$ cat src/rtl/mem_bus_arb_if.sv
// Processor-to-memory bus bundle: requester handshakes, memory command/response
// and fill return. The arbiter sits on the slave side; requesters and memory on master.
interface mem_bus_arb_if #(
  parameter int TAG_W = 4
);
  logic              ic_req_i;
  logic [63:0]       ic_addr_i;
  logic              dc_ld_req_i;
  logic [63:0]       dc_ld_addr_i;
  logic              dc_st_req_i;
  logic [63:0]       dc_st_addr_i;
  logic [63:0]       dc_st_data_i;
  logic [TAG_W-1:0]  mem2proc_response_i;
  logic [63:0]       mem2proc_data_i;
  logic [TAG_W-1:0]  mem2proc_tag_i;

  logic [1:0]        proc2mem_command_o;
  logic [63:0]       proc2mem_addr_o;
  logic [63:0]       proc2mem_data_o;
  logic              ic_acc_o;
  logic              dc_ld_acc_o;
  logic              dc_st_acc_o;
  logic              ic_fill_vld_o;
  logic [63:0]       ic_fill_data_o;
  logic              dc_fill_vld_o;
  logic [63:0]       dc_fill_data_o;
  logic [63:0]       dc_fill_addr_o;
  logic [TAG_W-1:0]  out_cnt_o;

  modport slave (
    input  ic_req_i, ic_addr_i, dc_ld_req_i, dc_ld_addr_i,
           dc_st_req_i, dc_st_addr_i, dc_st_data_i,
           mem2proc_response_i, mem2proc_data_i, mem2proc_tag_i,
    output proc2mem_command_o, proc2mem_addr_o, proc2mem_data_o,
           ic_acc_o, dc_ld_acc_o, dc_st_acc_o,
           ic_fill_vld_o, ic_fill_data_o,
           dc_fill_vld_o, dc_fill_data_o, dc_fill_addr_o, out_cnt_o
  );

  modport master (
    output ic_req_i, ic_addr_i, dc_ld_req_i, dc_ld_addr_i,
           dc_st_req_i, dc_st_addr_i, dc_st_data_i,
           mem2proc_response_i, mem2proc_data_i, mem2proc_tag_i,
    input  proc2mem_command_o, proc2mem_addr_o, proc2mem_data_o,
           ic_acc_o, dc_ld_acc_o, dc_st_acc_o,
           ic_fill_vld_o, ic_fill_data_o,
           dc_fill_vld_o, dc_fill_data_o, dc_fill_addr_o, out_cnt_o
  );
endinterface

$ cat src/rtl/mem_bus_arb.sv
// Memory bus arbiter for I-cache loads, D-cache loads and D-cache stores, with a
// tag table that routes tagged load returns back to the owning cache.
module mem_bus_arb #(
  parameter int TAG_W      = 4,
  parameter int STARVE_LIM = 4
) (
  input  logic         clk,
  input  logic         rst,
  mem_bus_arb_if.slave bus
);
  localparam int NUM_TAGS = 1 << TAG_W;

  typedef enum logic [1:0] {
    CMD_NONE  = 2'd0,
    CMD_LOAD  = 2'd1,
    CMD_STORE = 2'd2
  } cmd_e;

  typedef enum logic [1:0] {
    GNT_NONE,
    GNT_IC,
    GNT_DC_LD,
    GNT_DC_ST
  } gnt_e;

  logic [NUM_TAGS-1:0] vld_q;
  logic [NUM_TAGS-1:0] vld_next;
  logic                owner_ic_q [NUM_TAGS];
  logic [63:0]         addr_q     [NUM_TAGS];
  logic [2:0]          starve_cnt_q;
  logic [TAG_W-1:0]    out_cnt_q;

  gnt_e gnt;
  logic table_full;
  logic starving;
  logic accepted;
  logic load_acc;
  logic fill_hit;
  logic fill_owner_ic;

  // Entry 0 is never allocated, so only tags 1..NUM_TAGS-1 count toward full.
  assign table_full    = &vld_q[NUM_TAGS-1:1];
  assign starving      = int'(starve_cnt_q) >= STARVE_LIM;
  assign accepted      = (gnt != GNT_NONE) && (bus.mem2proc_response_i != '0);
  assign load_acc      = accepted && ((gnt == GNT_IC) || (gnt == GNT_DC_LD));
  assign fill_hit      = !rst && (bus.mem2proc_tag_i != '0) && vld_q[bus.mem2proc_tag_i];
  assign fill_owner_ic = owner_ic_q[bus.mem2proc_tag_i];

  // Stores stay eligible when the table is full; loads need a free tag.
  always_comb begin
    gnt = GNT_NONE;
    if (!rst) begin
      if (starving && bus.ic_req_i && !table_full)  gnt = GNT_IC;
      else if (bus.dc_st_req_i)                     gnt = GNT_DC_ST;
      else if (bus.dc_ld_req_i && !table_full)      gnt = GNT_DC_LD;
      else if (bus.ic_req_i && !table_full)         gnt = GNT_IC;
    end
  end

  // NOTE: every output gets a default first so no path leaves a latch behind.
  always_comb begin
    bus.proc2mem_command_o = CMD_NONE;
    bus.proc2mem_addr_o    = '0;
    bus.proc2mem_data_o    = '0;
    bus.ic_acc_o           = 1'b0;
    bus.dc_ld_acc_o        = 1'b0;
    bus.dc_st_acc_o        = 1'b0;
    unique case (gnt)
      GNT_IC: begin
        bus.proc2mem_command_o = CMD_LOAD;
        bus.proc2mem_addr_o    = bus.ic_addr_i;
        bus.ic_acc_o           = accepted;
      end
      GNT_DC_LD: begin
        bus.proc2mem_command_o = CMD_LOAD;
        bus.proc2mem_addr_o    = bus.dc_ld_addr_i;
        bus.dc_ld_acc_o        = accepted;
      end
      GNT_DC_ST: begin
        bus.proc2mem_command_o = CMD_STORE;
        bus.proc2mem_addr_o    = bus.dc_st_addr_i;
        bus.proc2mem_data_o    = bus.dc_st_data_i;
        bus.dc_st_acc_o        = accepted;
      end
      default: ;
    endcase
  end

  always_comb begin
    bus.ic_fill_vld_o  = fill_hit && fill_owner_ic;
    bus.dc_fill_vld_o  = fill_hit && !fill_owner_ic;
    bus.ic_fill_data_o = bus.ic_fill_vld_o ? bus.mem2proc_data_i : '0;
    bus.dc_fill_data_o = bus.dc_fill_vld_o ? bus.mem2proc_data_i : '0;
    bus.dc_fill_addr_o = bus.dc_fill_vld_o ? addr_q[bus.mem2proc_tag_i] : '0;
    bus.out_cnt_o      = rst ? '0 : out_cnt_q;
  end

  // Retire the filled entry, then allocate; a same-tag allocate overrides the clear.
  always_comb begin
    vld_next = vld_q;
    if (fill_hit) vld_next[bus.mem2proc_tag_i] = 1'b0;
    if (load_acc) vld_next[bus.mem2proc_response_i] = 1'b1;
  end

  always_ff @(posedge clk) begin
    if (rst) begin
      vld_q        <= '0;
      starve_cnt_q <= '0;
      out_cnt_q    <= '0;
    end else begin
      vld_q     <= vld_next;
      out_cnt_q <= TAG_W'($countones(vld_next));
      if (!bus.ic_req_i || bus.ic_acc_o) starve_cnt_q <= '0;
      else if (starve_cnt_q != 3'd7)     starve_cnt_q <= starve_cnt_q + 3'd1;
    end
  end

  // NOTE: owner/addr payload is not reset; vld gates every read of it.
  always_ff @(posedge clk) begin
    if (load_acc) begin
      owner_ic_q[bus.mem2proc_response_i] <= (gnt == GNT_IC);
      addr_q[bus.mem2proc_response_i]     <= (gnt == GNT_IC) ? bus.ic_addr_i : bus.dc_ld_addr_i;
    end
  end
endmodule

$ cat src/flat_wrapper.sv
// flat-port wrapper written by rule: the top's interface ports become plain ports
module mem_bus_arb_flat 
#(
  parameter int TAG_W      = 4,
  parameter int STARVE_LIM = 4
)
  (clk, rst, bus_ic_req_i, bus_ic_addr_i, bus_dc_ld_req_i, bus_dc_ld_addr_i, bus_dc_st_req_i, bus_dc_st_addr_i, bus_dc_st_data_i, bus_mem2proc_response_i, bus_mem2proc_data_i, bus_mem2proc_tag_i, bus_proc2mem_command_o, bus_proc2mem_addr_o, bus_proc2mem_data_o, bus_ic_acc_o, bus_dc_ld_acc_o, bus_dc_st_acc_o, bus_ic_fill_vld_o, bus_ic_fill_data_o, bus_dc_fill_vld_o, bus_dc_fill_data_o, bus_dc_fill_addr_o, bus_out_cnt_o);
  mem_bus_arb_if #(.TAG_W(TAG_W)) bus_i ();
  input  logic clk;
  input  logic rst;
  input wire logic [$bits(bus_i.ic_req_i)-1:0] bus_ic_req_i;
  input wire logic [$bits(bus_i.ic_addr_i)-1:0] bus_ic_addr_i;
  input wire logic [$bits(bus_i.dc_ld_req_i)-1:0] bus_dc_ld_req_i;
  input wire logic [$bits(bus_i.dc_ld_addr_i)-1:0] bus_dc_ld_addr_i;
  input wire logic [$bits(bus_i.dc_st_req_i)-1:0] bus_dc_st_req_i;
  input wire logic [$bits(bus_i.dc_st_addr_i)-1:0] bus_dc_st_addr_i;
  input wire logic [$bits(bus_i.dc_st_data_i)-1:0] bus_dc_st_data_i;
  input wire logic [$bits(bus_i.mem2proc_response_i)-1:0] bus_mem2proc_response_i;
  input wire logic [$bits(bus_i.mem2proc_data_i)-1:0] bus_mem2proc_data_i;
  input wire logic [$bits(bus_i.mem2proc_tag_i)-1:0] bus_mem2proc_tag_i;
  output wire logic [$bits(bus_i.proc2mem_command_o)-1:0] bus_proc2mem_command_o;
  output wire logic [$bits(bus_i.proc2mem_addr_o)-1:0] bus_proc2mem_addr_o;
  output wire logic [$bits(bus_i.proc2mem_data_o)-1:0] bus_proc2mem_data_o;
  output wire logic [$bits(bus_i.ic_acc_o)-1:0] bus_ic_acc_o;
  output wire logic [$bits(bus_i.dc_ld_acc_o)-1:0] bus_dc_ld_acc_o;
  output wire logic [$bits(bus_i.dc_st_acc_o)-1:0] bus_dc_st_acc_o;
  output wire logic [$bits(bus_i.ic_fill_vld_o)-1:0] bus_ic_fill_vld_o;
  output wire logic [$bits(bus_i.ic_fill_data_o)-1:0] bus_ic_fill_data_o;
  output wire logic [$bits(bus_i.dc_fill_vld_o)-1:0] bus_dc_fill_vld_o;
  output wire logic [$bits(bus_i.dc_fill_data_o)-1:0] bus_dc_fill_data_o;
  output wire logic [$bits(bus_i.dc_fill_addr_o)-1:0] bus_dc_fill_addr_o;
  output wire logic [$bits(bus_i.out_cnt_o)-1:0] bus_out_cnt_o;
  assign bus_i.ic_req_i = bus_ic_req_i;
  assign bus_i.ic_addr_i = bus_ic_addr_i;
  assign bus_i.dc_ld_req_i = bus_dc_ld_req_i;
  assign bus_i.dc_ld_addr_i = bus_dc_ld_addr_i;
  assign bus_i.dc_st_req_i = bus_dc_st_req_i;
  assign bus_i.dc_st_addr_i = bus_dc_st_addr_i;
  assign bus_i.dc_st_data_i = bus_dc_st_data_i;
  assign bus_i.mem2proc_response_i = bus_mem2proc_response_i;
  assign bus_i.mem2proc_data_i = bus_mem2proc_data_i;
  assign bus_i.mem2proc_tag_i = bus_mem2proc_tag_i;
  assign bus_proc2mem_command_o = bus_i.proc2mem_command_o;
  assign bus_proc2mem_addr_o = bus_i.proc2mem_addr_o;
  assign bus_proc2mem_data_o = bus_i.proc2mem_data_o;
  assign bus_ic_acc_o = bus_i.ic_acc_o;
  assign bus_dc_ld_acc_o = bus_i.dc_ld_acc_o;
  assign bus_dc_st_acc_o = bus_i.dc_st_acc_o;
  assign bus_ic_fill_vld_o = bus_i.ic_fill_vld_o;
  assign bus_ic_fill_data_o = bus_i.ic_fill_data_o;
  assign bus_dc_fill_vld_o = bus_i.dc_fill_vld_o;
  assign bus_dc_fill_data_o = bus_i.dc_fill_data_o;
  assign bus_dc_fill_addr_o = bus_i.dc_fill_addr_o;
  assign bus_out_cnt_o = bus_i.out_cnt_o;
  mem_bus_arb #(.TAG_W(TAG_W), .STARVE_LIM(STARVE_LIM)) u_core (.clk(clk), .rst(rst), .bus(bus_i));
endmodule
$ cat config.mk
export PLATFORM = sky130hd
export DESIGN_NAME = mem_bus_arb_flat
export DESIGN_NICKNAME = d
export VERILOG_FILES = /design/src/rtl/mem_bus_arb_if.sv /design/src/rtl/mem_bus_arb.sv /design/src/flat_wrapper.sv
export SDC_FILE = /design/constraint.sdc
export NUM_CORES = 1
export LEC_CHECK = 0
export ABC_AREA = 1
export CAP_MARGIN = 20
export CORE_ASPECT_RATIO = 0.6
export CORE_MARGIN = 2
export CORE_UTILIZATION = 55
export CTS_BUF_LIST = sky130_fd_sc_hd__clkbuf_8
export CTS_CLUSTER_SIZE = 24
export DETAILED_ROUTE_END_ITERATION = 8
export PLACE_DENSITY = 0.91
export RECOVER_POWER = 100
export SYNTH_ARGS = -nofsm -noshare
export SYNTH_HDL_FRONTEND = slang
export SYNTH_SLANG_ARGS = --single-unit
$ cat constraint.sdc
create_clock -name clk -period 17.9 [get_ports clk]
set_clock_uncertainty 0.15 [all_clocks]
set_input_delay 3.58 -clock clk [delete_from_list [all_inputs] [get_ports clk]]
set_output_delay 3.58 -clock clk [all_outputs]
set_load 0.02 [all_outputs]
==> out/qor.yml, run 1 <==
cells_and_area:
  nFillCells: 4938
  final_area_sq_mm: 0.0528
  areaGrowthSynthToFinish_pct: 23.9
  seqCellArea_sq_mm: 0.0317
  multi_input_area_sq_mm: 0.00933
  final_nets: 4386
  layoutNonFillerInstCount: 5151
  most-common-layout-cells: "1040 x edfxtp_1, 544 x nand2_1, 512 x o22ai_1, 346 x clkdlybuf4s50_1, 317 x dlygate4sd3_1"
  layout_commonest_cell: "edfxtp_1"
  drive_above_1_share_pct: 5.32
hold_path:
  min_path_type: "flip-flop to flip-flop"
floorplan:
  fp.coreArea_sq_mm: 0.0771
  die-area_sq_mm: 0.0798
  die_h_microns: 220
  initial_core_util_pct: 55.3
  num_io_pins: 664
  fp-row-count: 79
  die_x_microns: 363
timing:
  hold_viol_final: 0
  fin_setup_tns_ps: 0
  min_period_ps: 14550
  worst_slack_ps: 3350
  timing.fmax_mhz: 68.7
  whs_ps: 307
  drv_slew: 1409
  tightest_slew_ps: 4490
  fin_crit_sh_pct: 81.3
  setup_viol: 0
  slew_headroom_pct: -199
  rsz0062_at_grt: "no"
power_and_ir_drop:
  share_comb_of_total_power_pct: 9.1
  ir_drop_uv: 70.8
  p_clk_share_pct: 34.5
  switching_share_pct: 24.7
  seq_power_share_pct: 56.4
  internal_power_mw: 3.76
  p_switching_mw: 1.23
  p_leak_nw: 20.0
  power_density_mw_per_mm2: 94.5
synth:
  synth_seq_area_share_pct: 74.3
  ys.warnings.count: 0
  ys_ff_latch: 1063
  synthesis.area_sq_mm: 0.0426
  synth_area_per_cell_sq_um: 12.9
  syn_inst: 3316
  ys_types: 26
placed_design:
  numPortBuffers: 663
  dp_hpwl_mm: 75.8
  dp.cells: 4889
  gp_routability_congestion: 0.866
  place_area_sq_mm: 0.0504
  place_ws_ps: 6000
critical_path:
  crit_fanout: 79
  crit_type: "input pin to output port"
  cp-start-kind: "input pin"
  worstPathArrival_ps: 10820
  critical_path.endpoint_type: "output port"
  critPathRequiredTime_ps: 14170
  r2r_slack_ps: 9100
global_routing:
  grt_max_degree: 143
  grt_remaining_overflow: 0
  grt_pass1_vias: 30009
  grt_usage_pct: 31.4
  grt_pass1_wl_mm: 185
  antenna_found_initial: 9
drt:
  drc: 0
  antenna_left: 0
  vias: 31525
  drt_iter0_drc: 4861
  wl_mm: 130
  dr.pass1.iters: 9
  wl_per_cell_microns: 25.2
  vias_per_cell: 6.12
status:
  violations: "max-capacitance violations, max-slew violations"
  status: "finished with violations"
clock_tree:
  clk_path_buf_depth: 3
  cts_buffers: 144
  cts_hold_buf: 0
  postCtsSetupRepairBufs: 0
  root_buffer: "clkbuf_8"
  worst_setup_hold_path_clk_slew_ps: 60
  cts.sinks: 1063
  cts_resized: 0
  cts_tree: "built"
  htree_levels: 4
  clk_latency_ps: 740
flow_run:
  cap_violations: 37
[layer usage]
metal  vias to the layer above  share of wire, %  GRT usage [%]
met3                       335                13           7.27
met5                         -             0.028              0
met1                     14926                36           41.6
li1                      13592                 -              -
met4                         6               3.6           12.1
met2                      2666                48           51.0
[cell families after synthesis]
group	Yosys count	share of synthesized area [%]
XOR/XNOR	2	0.0411
adder cells (fa/ha/maj)	29	1.04
flip-flops	1063	74.3
AND/OR/NAND/NOR	945	9.05
AO/OA/AOI/OAI	802	11.0
other	1	0.00880
buffers and inverters	474	4.53
[sequential cells by signal, indices dropped and copies added (netlist names)]
register             flops
u_core.starve_cnt_q      3
u_core.owner_ic_q       16
u_core.vld_q            16
u_core.addr_q         1024
u_core.out_cnt_q         4
[final cells by class]
| type | instances | area share, % |
|---|---|---|
| multi-input combinational | 1843 | 17.7 |
| timing repair buffer | 707 | 13.0 |
| clock buffer | 145 | 3.78 |
| clock inverter | 111 | 1.18 |
| tap | 1012 | 2.40 |
| inverter | 265 | 1.93 |
| antenna | 5 | 0.0237 |
| sequential | 1063 | 60.0 |
[worst max-delay path, cell delays in order]
cell and delay [ps]:
dlygate4sd3_1 680, nand2_1 200, inv_2 70, clkbuf_1 3060
nand2_1 140, nand2_1 190, inv_1 50, nand2_1 410
nand3_4 530, buf_4 470, buf_4 380, nor2_1 220
dlygate4sd3_1 690
[cell usage after synthesis]
cell type,instances,area (sq um)
edfxtp_1,1040,31200
o22ai_1,512,3200
or2_2,1,6.26
ha_1,18,225
nand3_1,82,410
conb_1,1,3.75
fa_1,11,220
clkbuf_1,118,443
a22oi_1,8,60.1
nor2_1,237,890
buf_2,47,235
buf_1,30,113
buf_4,3,22.5
nand2_1,543,2040
nand2_2,2,12.5
inv_1,257,965
o21ai_0,258,1290
a21oi_1,21,105
buf_6,11,124
nand4_1,67,419
inv_2,8,30.0
dfxtp_1,23,460
o211ai_1,2,15.0
xor2_1,2,17.5
a21o_1,1,7.51
nor2_2,13,81.3
[power by group through the flow]
stage / Sequential (mW) / Clock, mW / Combinational (mW)
after CTS: 2.81 / 1.72 / 0.456
after floorplan: 2.86 / 0 / 0.222
after global routing: 2.81 / 1.83 / 0.484
final: 2.81 / 1.72 / 0.455
after detailed placement: 2.86 / 0 / 0.452
after global placement: 2.86 / 0 / 0.441
[through the flow]
step	util, %	power, mW
5_1_grt	68.5	5.13
3_3_place_gp	65.3	3.30
6_report	68.5	4.99
3_5_place_dp	65.4	3.31
2_1_floorplan	-	3.08
4_1_cts	68.7	4.98
[final timing paths]
path,from,end,cells after the start
min,u_core.vld_q[0],u_core.vld_q[0],2
max,bus_mem2proc_tag_i[3],bus_dc_fill_addr_o[5],13
max reg2reg,u_core.vld_q[5],u_core.out_cnt_q[3],25
min reg2reg,u_core.vld_q[0],u_core.vld_q[0],2
(Power assumes the default switching activity.)
==> run 2, diff against run 1 <==
clock period = 14.5 ns   (was 17.9 ns; I/O delays follow)
==> out/qor.yml, run 2 (same netlist as run 1, synthesis figures left out) <==
hold_path:
  min_path_type: "flip-flop to flip-flop"
  worstHoldStart: "u_core.vld_q[0]"
clock_tree:
  root_buffer: "clkbuf_8"
  cts_hold_buf: 0
  clk_latency_ps: 750
  cts_resized: 0
  htree_levels: 4
  postCtsSetupRepairBufs: 0
  worst_setup_hold_path_clk_slew_ps: 60
  cts_tree: "built"
  clk_path_buf_depth: 3
  cts.sinks: 1063
  cts_buffers: 142
floorplan:
  die_h_microns: 220
  fp-row-count: 79
  die-area_sq_mm: 0.0798
  die_x_microns: 363
  num_io_pins: 664
  fp.coreArea_sq_mm: 0.0771
  initial_core_util_pct: 55.3
timing:
  fin_setup_tns_ps: 0
  worst_slack_ps: 2080
  drv_slew: 1315
  fin_crit_sh_pct: 85.7
  slew_headroom_pct: -236
  tightest_slew_ps: 5040
  rsz0062_at_grt: "no"
  timing.fmax_mhz: 80.5
  setup_viol: 0
  hold_viol_final: 0
  min_period_ps: 12420
power_and_ir_drop:
  p_leak_nw: 20.0
  ir_drop_uv: 88.3
  power_mw: 6.10
  power_density_mw_per_mm2: 116
critical_path:
  startpoint: "bus_mem2proc_tag_i[3]"
  crit_type: "input pin to output port"
  slowest_delay_ps: 1920
  crit_top_cell: "nand2_1"
  cp-start-kind: "input pin"
  r2r_end: "u_core.addr_q[7][47]"
  critical_path.endpoint_type: "output port"
  worstPathArrival_ps: 9370
  r2r_slack_ps: 6690
  critPathRequiredTime_ps: 11450
  crit_fanout: 94
  endpoint: "bus_dc_fill_addr_o[56]"
  cp_slowest_cell: "nand3_1"
  reg2regPathDepth: 12
  r2r_start: "u_core.vld_q[3]"
  worstPathCellList: "clkdlybuf4s50_1 -> nand2_1 -> inv_2 -> buf_4 -> nand2_1 -> nand2_1 -> inv_1 -> nand2_1 -> nand3_1 -> buf_4 -> nor2_1 -> dlygate4sd3_1"
drt:
  wl_mm: 130
  dr.pass1.iters: 8
  drt_iter0_drc: 4619
  wl_per_cell_microns: 25.3
  antenna_left: 0
  vias_per_cell: 6.14
  vias: 31538
  drc: 0
status:
  status: "finished with violations"
  violations: "max-capacitance violations, max-slew violations"
cells_and_area:
  areaGrowthSynthToFinish_pct: 23.5
  final_nets: 4384
  most-common-layout-cells: "1040 x edfxtp_1, 544 x nand2_1, 512 x o22ai_1, 352 x clkdlybuf4s50_1, 311 x dlygate4sd3_1"
  drive_above_1_share_pct: 5.10
  multi_input_area_sq_mm: 0.00931
  top_regs: "u_core.addr_q: 1024 flops, u_core.owner_ic_q: 16 flops, u_core.vld_q: 16 flops"
  layout_commonest_cell: "edfxtp_1"
  regMostFlops: "u_core.addr_q"
  seqCellArea_sq_mm: 0.0317
  largest_reg_flops: 1024
  fin_util_pct: 68.3
  nFillCells: 5027
global_routing:
  grt_remaining_overflow: 0
  antenna_found_initial: 9
  grt_usage_pct: 31.5
  grt_pass1_vias: 29934
  grt_max_degree: 142
  grt_pass1_wl_mm: 185
placed_design:
  dp_hpwl_mm: 77.1
  numPortBuffers: 663
  place_ws_ps: 3850
  gp_routability_congestion: 0.833
flow_run:
  cap_violations: 34
==> run 2: final cells by class <==
cell class                 instances  share of cell area (%)
inverter                         265                    1.93
tap                             1012                    2.41
timing repair buffer             707                    13.1
clock inverter                    92                   0.882
clock buffer                     145                    3.79
antenna                            7                  0.0333
multi-input combinational       1843                    17.7
sequential                      1063                    60.2
==> run 2: per-stage QoR <==
step | cell area [sq um] | hold WS [ps] | instances
finish | 52600 | 306 | 5134
floorplan | 42900 | 265 | 3380
global route | 52600 | 321 | 5131
CTS | 52900 | 305 | 5125
global placement | 50300 | 284 | 4885
detailed placement | 50400 | 297 | 4888
==> run 2: worst min path at each step <==
| stage | depth (start not counted) | slack, ps | endpoint |
|---|---|---|---|
| 3_3_place_gp | 2 | 280 | u_core.vld_q[0] |
| 5_1_grt | 2 | 320 | u_core.vld_q[0] |
| 4_1_cts | 2 | 300 | u_core.vld_q[0] |
| 6_report | 2 | 310 | u_core.vld_q[0] |
| 3_5_place_dp | 2 | 300 | u_core.vld_q[0] |
| 2_1_floorplan | 2 | 270 | u_core.vld_q[0] |
==> run 2: layer usage <==
layer	up-vias	global-route usage [%]	routed length, microns
li1	13582	-	-
met1	15022	42.3	47200
met2	2647	49.0	60000
met3	283	8.34	17800
met4	4	13.4	4950
met5	-	0	14
==> run 2: critical path: cells and delay by family <==
family                 cells  cell delay (ps)
buffers and inverters      6             3330
AND/OR/NAND/NOR            6             2990
==> run 2: power by group <==
part	switching, mW	internal, mW	leakage, nW
logic	0.378	0.189	8.93
registers	0.0123	3.46	9.64
clock network	1.09	0.964	1.42
total	1.48	4.61	20.0
